[src/rtl/reorder_buffer.sv]
// Circular reorder buffer: allocates tags at the tail, collects CDB/LSB results,
// and retires entries in program order, resolving branches and jalr at commit.
module reorder_buffer #(
    parameter int RoB_WIDTH = 3
) (
    input  logic                 clk_in,
    input  logic                 rst_in,
    input  logic                 rdy_in,

    input  logic                 issue_en,
    input  logic [1:0]           issue_type,
    input  logic [4:0]           issue_rd,
    input  logic [31:0]          issue_pc,
    input  logic                 issue_pred_taken,
    input  logic [31:0]          issue_alt_pc,
    output logic [RoB_WIDTH-1:0] issue_tag,

    input  logic                 CDB_update_en,
    input  logic [RoB_WIDTH-1:0] CDB_update_index,
    input  logic [31:0]          CDB_update_data,
    input  logic                 LSB_update_en,
    input  logic [RoB_WIDTH-1:0] LSB_update_index,
    input  logic [31:0]          LSB_update_data,

    input  logic [RoB_WIDTH-1:0] query_j_index,
    input  logic [RoB_WIDTH-1:0] query_k_index,
    output logic                 query_j_ready,
    output logic                 query_k_ready,
    output logic [31:0]          query_j_data,
    output logic [31:0]          query_k_data,

    output logic                 commit_en,
    output logic [4:0]           commit_rd,
    output logic [31:0]          commit_data,
    output logic [RoB_WIDTH-1:0] commit_index,
    output logic                 store_commit_en,
    output logic                 flush_signal,
    output logic [31:0]          flush_pc,

    output logic                 isFull,
    output logic                 isEmpty
);

    localparam int RoB_SIZE = 1 << RoB_WIDTH;
    localparam logic [RoB_WIDTH:0] NON_DEP    = {1'b1, {RoB_WIDTH{1'b0}}};
    localparam logic [RoB_WIDTH:0] FULL_COUNT = {1'b1, {RoB_WIDTH{1'b0}}};

    typedef enum logic [1:0] {
        TYPE_REG    = 2'd0,
        TYPE_BRANCH = 2'd1,
        TYPE_STORE  = 2'd2,
        TYPE_JALR   = 2'd3
    } entry_type_e;

    logic [RoB_SIZE-1:0]  busy_q;
    logic [RoB_SIZE-1:0]  ready_q;
    logic [RoB_SIZE-1:0]  pred_q;
    entry_type_e          type_q  [RoB_SIZE];
    logic [4:0]           rd_q    [RoB_SIZE];
    logic [31:0]          pc_q    [RoB_SIZE];
    logic [31:0]          alt_q   [RoB_SIZE];
    logic [31:0]          value_q [RoB_SIZE];

    logic [RoB_WIDTH-1:0] head_q, head_d;
    logic [RoB_WIDTH-1:0] tail_q, tail_d;
    logic [RoB_WIDTH:0]   count_q, count_d;

    logic                 commit_en_q, commit_en_d;
    logic [4:0]           commit_rd_q;
    logic [31:0]          commit_data_q, commit_data_d;
    logic [RoB_WIDTH-1:0] commit_index_q;
    logic                 store_commit_en_q, store_commit_en_d;
    logic                 flush_signal_q, flush_signal_d;
    logic [31:0]          flush_pc_q, flush_pc_d;

    logic                 commit_fire;
    logic                 issue_fire;
    entry_type_e          head_type;

    assign isFull    = (count_q == FULL_COUNT);
    assign isEmpty   = (count_q == '0);
    assign issue_tag = tail_q;

    // Forwarding lookups see only pre-edge state; same-cycle CDB data is not bypassed.
    assign query_j_ready = busy_q[query_j_index] && ready_q[query_j_index]
                           && ({1'b0, query_j_index} != NON_DEP);
    assign query_k_ready = busy_q[query_k_index] && ready_q[query_k_index]
                           && ({1'b0, query_k_index} != NON_DEP);
    assign query_j_data  = value_q[query_j_index];
    assign query_k_data  = value_q[query_k_index];

    assign commit_en       = commit_en_q;
    assign commit_rd       = commit_rd_q;
    assign commit_data     = commit_data_q;
    assign commit_index    = commit_index_q;
    assign store_commit_en = store_commit_en_q;
    assign flush_signal    = flush_signal_q;
    assign flush_pc        = flush_pc_q;

    always_comb begin
        head_type         = type_q[head_q];
        commit_fire       = !flush_signal_q && busy_q[head_q] && ready_q[head_q];
        issue_fire        = !flush_signal_q && issue_en && !isFull;

        commit_en_d       = commit_fire && (rd_q[head_q] != 5'd0)
                            && (head_type == TYPE_REG || head_type == TYPE_JALR);
        store_commit_en_d = commit_fire && (head_type == TYPE_STORE);
        flush_signal_d    = commit_fire
                            && ((head_type == TYPE_BRANCH && value_q[head_q][0] != pred_q[head_q])
                                || head_type == TYPE_JALR);
        commit_data_d     = (head_type == TYPE_JALR) ? pc_q[head_q] + 32'd4 : value_q[head_q];
        flush_pc_d        = (head_type == TYPE_JALR) ? value_q[head_q] : alt_q[head_q];

        head_d  = head_q;
        tail_d  = tail_q;
        count_d = count_q;
        if (flush_signal_d) begin
            head_d  = '0;
            tail_d  = '0;
            count_d = '0;
        end else begin
            if (commit_fire) head_d = head_q + 1'b1;
            if (issue_fire)  tail_d = tail_q + 1'b1;
            case ({issue_fire, commit_fire})
                2'b10:   count_d = count_q + 1'b1;
                2'b01:   count_d = count_q - 1'b1;
                default: count_d = count_q;
            endcase
        end
    end

    always_ff @(posedge clk_in) begin
        if (rst_in) begin
            busy_q            <= '0;
            ready_q           <= '0;
            pred_q            <= '0;
            for (int i = 0; i < RoB_SIZE; i++) begin
                type_q[i]  <= TYPE_REG;
                rd_q[i]    <= '0;
                pc_q[i]    <= '0;
                alt_q[i]   <= '0;
                value_q[i] <= '0;
            end
            head_q            <= '0;
            tail_q            <= '0;
            count_q           <= '0;
            commit_en_q       <= 1'b0;
            commit_rd_q       <= '0;
            commit_data_q     <= '0;
            commit_index_q    <= '0;
            store_commit_en_q <= 1'b0;
            flush_signal_q    <= 1'b0;
            flush_pc_q        <= '0;
        end else if (!rdy_in) begin
            commit_en_q       <= 1'b0;
            store_commit_en_q <= 1'b0;
            flush_signal_q    <= 1'b0;
        end else begin
            head_q            <= head_d;
            tail_q            <= tail_d;
            count_q           <= count_d;
            commit_en_q       <= commit_en_d;
            store_commit_en_q <= store_commit_en_d;
            flush_signal_q    <= flush_signal_d;

            if (commit_fire) begin
                commit_rd_q    <= rd_q[head_q];
                commit_index_q <= head_q;
                commit_data_q  <= commit_data_d;
            end
            if (flush_signal_d) begin
                flush_pc_q <= flush_pc_d;
            end

            if (flush_signal_d) begin
                busy_q  <= '0;
                ready_q <= '0;
            end else if (!flush_signal_q) begin
                // LSB is applied first so that CDB wins on a same-index collision.
                if (LSB_update_en && busy_q[LSB_update_index]) begin
                    ready_q[LSB_update_index] <= 1'b1;
                    value_q[LSB_update_index] <= LSB_update_data;
                end
                if (CDB_update_en && busy_q[CDB_update_index]) begin
                    ready_q[CDB_update_index] <= 1'b1;
                    value_q[CDB_update_index] <= CDB_update_data;
                end
                if (commit_fire) begin
                    busy_q[head_q]  <= 1'b0;
                    ready_q[head_q] <= 1'b0;
                end
                if (issue_fire) begin
                    busy_q[tail_q]  <= 1'b1;
                    ready_q[tail_q] <= 1'b0;
                    pred_q[tail_q]  <= issue_pred_taken;
                    type_q[tail_q]  <= entry_type_e'(issue_type);
                    rd_q[tail_q]    <= issue_rd;
                    pc_q[tail_q]    <= issue_pc;
                    alt_q[tail_q]   <= issue_alt_pc;
                end
            end
        end
    end

endmodule
[config.mk]
export PLATFORM = sky130hd
export DESIGN_NAME = reorder_buffer
export DESIGN_NICKNAME = d
export VERILOG_FILES = /design/src/rtl/reorder_buffer.sv
export SDC_FILE = /design/constraint.sdc
export NUM_CORES = 2
export LEC_CHECK = 0
export ABC_CLOCK_PERIOD_IN_PS = 15700
export CORE_MARGIN = 4
export CORE_UTILIZATION = 40
export DETAILED_ROUTE_END_ITERATION = 10
export DONT_BUFFER_PORTS = 1
export PLACE_DENSITY = 0.59
export SETUP_SLACK_MARGIN = 0.02
export SLEW_MARGIN = 20
export SYNTH_ARGS = -nofsm -noshare
export SYNTH_HDL_FRONTEND = slang
export SYNTH_SLANG_ARGS = --single-unit
[constraint.sdc]
create_clock -name clk_in -period 15.7 [get_ports clk_in]
set_input_delay 3.925 -clock clk_in [delete_from_list [all_inputs] [get_ports clk_in]]
set_output_delay 3.925 -clock clk_in [all_outputs]
set_load 0.005 [all_outputs]
# Word-level counts from Yosys, hierarchy flattened
# Memory sizes are Yosys's and may differ from the RTL's. A register that Yosys moved wholly into a read port is not among the register bits.
# Cells that the tools add are included.
# W data, S select, Z words.
# classes
n_addsub	5
order_cmp	10
n_eq_ne	8
mux	109
n_bitwise	11
n_reduce_logical	41
# op_table
operator	n
$mux W8	26
$mux W32	6
$reduce_or A32 Y1	4
$mux W3	20
$mux W1	39
$add A32 B3 Y32 const B	1
$bmux W1 S3	9
$and A8 B8 Y8	3
$lt A3 B4 Y1 const B	6
$or A8 B8 Y8	3
$logic_and A1 B1 Y1	17
$not A8 Y8	2
$demux W1 S3	4
$ge A3 B1 Y1 const B	4
$reduce_and A2 Y1	6
$bwmux W8	1
$pmux W4 S2	1
$add A3 B1 Y3 const B	2
$eq A2 B2 Y1 const B	3
$mux W5	1
$reduce_bool A5 Y1	1
$reduce_or A5 Y1	1
$add A4 B1 Y4 const B	1
$eq A2 B1 Y1 const B	2
other kinds (15)	21
# totals
ff_bits	109
mem_bits_rw	824
in_bits	154
output_inout_bits	146
wordCells	202
mem_count	5
# memory_table
memory	words	width	rd	rd_clocked_by_memory_dff	write_ports	line	source
alt_q	8	32	1	1	8	61	logic [31:0] alt_q [RoB_SIZE];
pc_q	8	32	1	1	8	60	logic [31:0] pc_q [RoB_SIZE];
value_q	8	32	3	1	8	62	logic [31:0] value_q [RoB_SIZE];
rd_q	8	5	1	1	8	59	logic [4:0] rd_q [RoB_SIZE];
type_q	8	2	1	1	8	58	entry_type_e type_q [RoB_SIZE];

# Depth between registers and ports, before layout
# depth
ltp_word	26
ltp_mapped	19
mapped_depth_nobuf	10

# Worst setup path after synthesis
# Ideal clock, no wire load.
# synth_path
path_type	input-to-output
startpoint	in query_j_index[0]
endpoint	out query_j_data[16]
t_arrival_ns	6.018
required_ns	11.775
slack_ns	5.757
stages	5
path_buffers	3
cell_sequence	clkbuf_1 clkbuf_1 buf_1 mux4_2 mux2_2
# synth_between
elab_chain_cells	1
# synth_rtl
item	line	source
start, declared	25	input logic [RoB_WIDTH-1:0] query_j_index,
$mem_v2 Z8 W32	-	
end, declared	29	output logic [31:0] query_j_data,
# No other way between the ends.

# Worst setup path after layout
# layout_path
startpoint	in query_k_index[0]
endpoint	out query_k_data[30]
# layout_between
elab_chain_cells	1
# layout_rtl
item	line	source
start, declared	26	input logic [RoB_WIDTH-1:0] query_k_index,
$mem_v2 Z8 W32	-	
end, declared	30	output logic [31:0] query_k_data,
# No other way between the ends.

==> reports/qor.txt <==
drt pass-1 iters: 5
crit path max fanout: 69
hold wc startpoint: flush_pc[17]
grt total ovfl: 0
CP delay by family, top: multiplexers
# resized after CTS: 0
htree depth: 3
Distinct cells, synth: 71
setup_tns: 0 ns
CTS sink cnt: 936
hold slack: 0.475 ns
hold path cells: 2
WP buf/inv: 0
Final nets: 3422
row count: 126
initial antenna violation count: 6
Post-synth EDFFs: 824
Top Usage Layer GRT: met2
Warnings, synthesis: 0
outcome: complete, no violations
Worst VDD drop: 0.000116 V
post-layout min period: 8.70 ns
vias: 30900
GR Layer Usage met1: 33.5%
Final Hold Viols: 0
Synth-to-Final Area Change: 9.54%
CTS tree: yes
fillers: 10600
Post-CTS Setup Inserts: 0
CTS buffer count: 102
syn_nets: 3602
Hold Buf Count CTS: 0
cell taking the most area after synthesis: edfxtp_1
PwrDens: 107 nW/µm²
Yosys reg bits: 936
Hold Path End: flush_pc[17]
met2 global-route usage: 39.7%
vias in the first global route: 30500
Root Buffer: clkbuf_16
clk_skew: 0.0450 ns
first-pass GRT wire length: 233 mm
Leak: 17.5 nW
DRC viols: 0
Via-to-Cell Ratio: 6.34
ys flop type: edfxtp_1
M3 GR Usage: 10.7%
top post-synthesis cells by area: edfxtp_1 52%, mux4_2 16%, dfxtp_1 4.7%, and2_1 3.9%, a22o_1 3.0%
PortBufs: 0
drt wl/cell: 33.7 µm
highest clock rate: 115 MHz
CORE AREA: 118000 µm²
Max Cap Viol: 0
RSZ-0062 raised after global routing: false
WP data arrival: 4.77 ns
worst skew pair latency: 0.72 ns
HP Class: flop to flop
Post-Syn Area per Cell: 13.9 µm²
Mapped Cells: 3440
Worst Path Required: 11.77 ns
Post-synth ARST share: 0%
Startpoint Class: input pin
Worst R2R Path Depth: 11
critical path cell sequence: mux4_2 > mux2_2
Worst-Margin Slew: 1.16 ns
num ports: 300
Die X: 354 µm
Crit-path slowest cell: mux4_2
clk buf depth: 3
fin crit share: 55.4%
die area: 125000 µm²
routability congestion estimate: 0.878
Worst Setup Path Type: input pin to output pin
chip height: 354 µm
Max-slew headroom: 20.4%
Worst R2R End: value_q[1][12]
register area share after synthesis: 56.5%
max-slew violation count: 0
CP endpoint kind: output pin
WL final: 164 mm
Final setup viols: 0
clk slew on worst S/H paths: 0.06 ns
HPWL Detailed: 99.8 mm
Reg2Reg Setup Slack: 8.88 ns
GR Util All Layers: 25.8%
initial DRC count: 3771
cell area after synthesis: 47800 µm²
Routed Antenna Nets: 0
CP max stage delay: 0.50 ns
largest net degree at the start of global routing: 95
layout cells sized above 1: 21.9%
post-synth top area share: 51.8%
Initial Util: 40.4%
==> per-stage QoR <==
stage                     total power [mW]  utilization, %  std cells  setup slack [ns]  area, µm²
after detailed placement              3.19            41.4       4692              7.01      48900
after global routing                  5.74            44.3       4882              7.00      52300
after CTS                             5.61            44.2       4882              7.01      52300
after global placement                3.19            41.4       4692              7.01      48900
final                                 5.59            44.3       4884              7.00      52300
after floorplan                       3.11               -       3440              5.76      47800
==> final cells by class <==
type	count	area, µm²	share of cell area (%)
antenna	2	5.00	0.00956
clock buffer	145	2830	5.40
clock inverter	45	552	1.05
inverter	18	68.8	0.132
multi-input combinational	2136	19400	37.1
sequential	936	27000	51.6
tap	1536	1920	3.67
timing repair buffer	66	520	0.995
==> layout by cell type (no fill, tap or decap), types with 33 or more instances in the layout <==
cell type / instances
nand2_1: 198
o2bb2ai_1: 77
and2_1: 297
mux2_2: 104
clkbuf_16: 104
mux2i_1: 72
a22o_1: 163
dfxtp_1: 109
o211ai_1: 41
nor2_1: 330
nor3_1: 33
nand3_1: 98
clkbuf_1: 34
buf_4: 64
edfxtp_1: 824
a21oi_1: 77
mux4_2: 339
==> worst max-delay path by stage <==
stage	slack, ns	cells past startpoint	to	start
floorplan	5.76	5	query_j_data[16]	query_j_index[0]
global placement	7.01	2	query_k_ready	query_k_index[2]
detailed placement	7.01	2	query_k_data[29]	query_k_index[0]
CTS	7.01	2	query_k_data[29]	query_k_index[0]
global route	7.00	2	query_k_data[29]	query_k_index[0]
finish	7.00	2	query_k_data[30]	query_k_index[0]
==> registers in the layout, indices dropped and copies added (netlist names), named ones only <==
name             flops
count_q              4
ready_q              8
type_q              16
commit_rd            5
value_q            256
rd_q                40
issue_tag            3
flush_pc            32
pred_q               8
pc_q               256
alt_q              256
commit_data         32
flush_signal         1
busy_q               8
head_q               3
commit_index         3
store_commit_en      1
commit_en            1
==> cell families after synthesis <==
kind of cell	synth area share (%)
buffers and inverters	3.44
and+or+nand+nor	11.3
adders and majority gates	0.210
DFF	56.5
AOI/OAI and AO/OA	7.92
muxes	20.1
xor gates and xnor gates	0.587
==> cells in the mapped netlist (all sizes together), types with 4 or more instances <==
library cell / n
and3: 21
nand2: 205
buf: 198
nand4: 6
a22o: 163
nor3: 37
o22ai: 16
mux2i: 76
o221ai: 4
o2bb2ai: 77
o211ai: 42
a211o: 4
edfxtp: 824
o21ai: 28
or2: 11
ha: 8
mux4: 339
o2111ai: 4
nor2b: 15
clkbuf: 152
nand3: 102
xor2: 23
nor4b: 5
a21oi: 77
a31oi: 13
and2: 297
o41ai: 5
a32o: 23
inv: 18
dfxtp: 112
xnor2: 9
a211oi: 10
nor4: 20
nand3b: 4
nor2: 340
nand2b: 10
mux2: 105
or3: 7
==> report_power, final <==
group	total [mW]	switching [mW]	internal [mW]	leakage, nW
registers	2.83	0.0430	2.79	9.44
clock network	2.44	1.03	1.41	1.64
logic	0.314	0.188	0.125	6.38
total	5.59	1.27	4.32	17.5
==> metal layers <==
metal,vias to the layer above,part of all wire [%],wire length [µm]
met5,-,0,0
met4,0,3.2,5330
met3,279,13,21500
met2,1731,45,74100
met1,16000,39,63400
li1,13000,-,-
No activity file was read; power rests on OpenSTA's default activity.
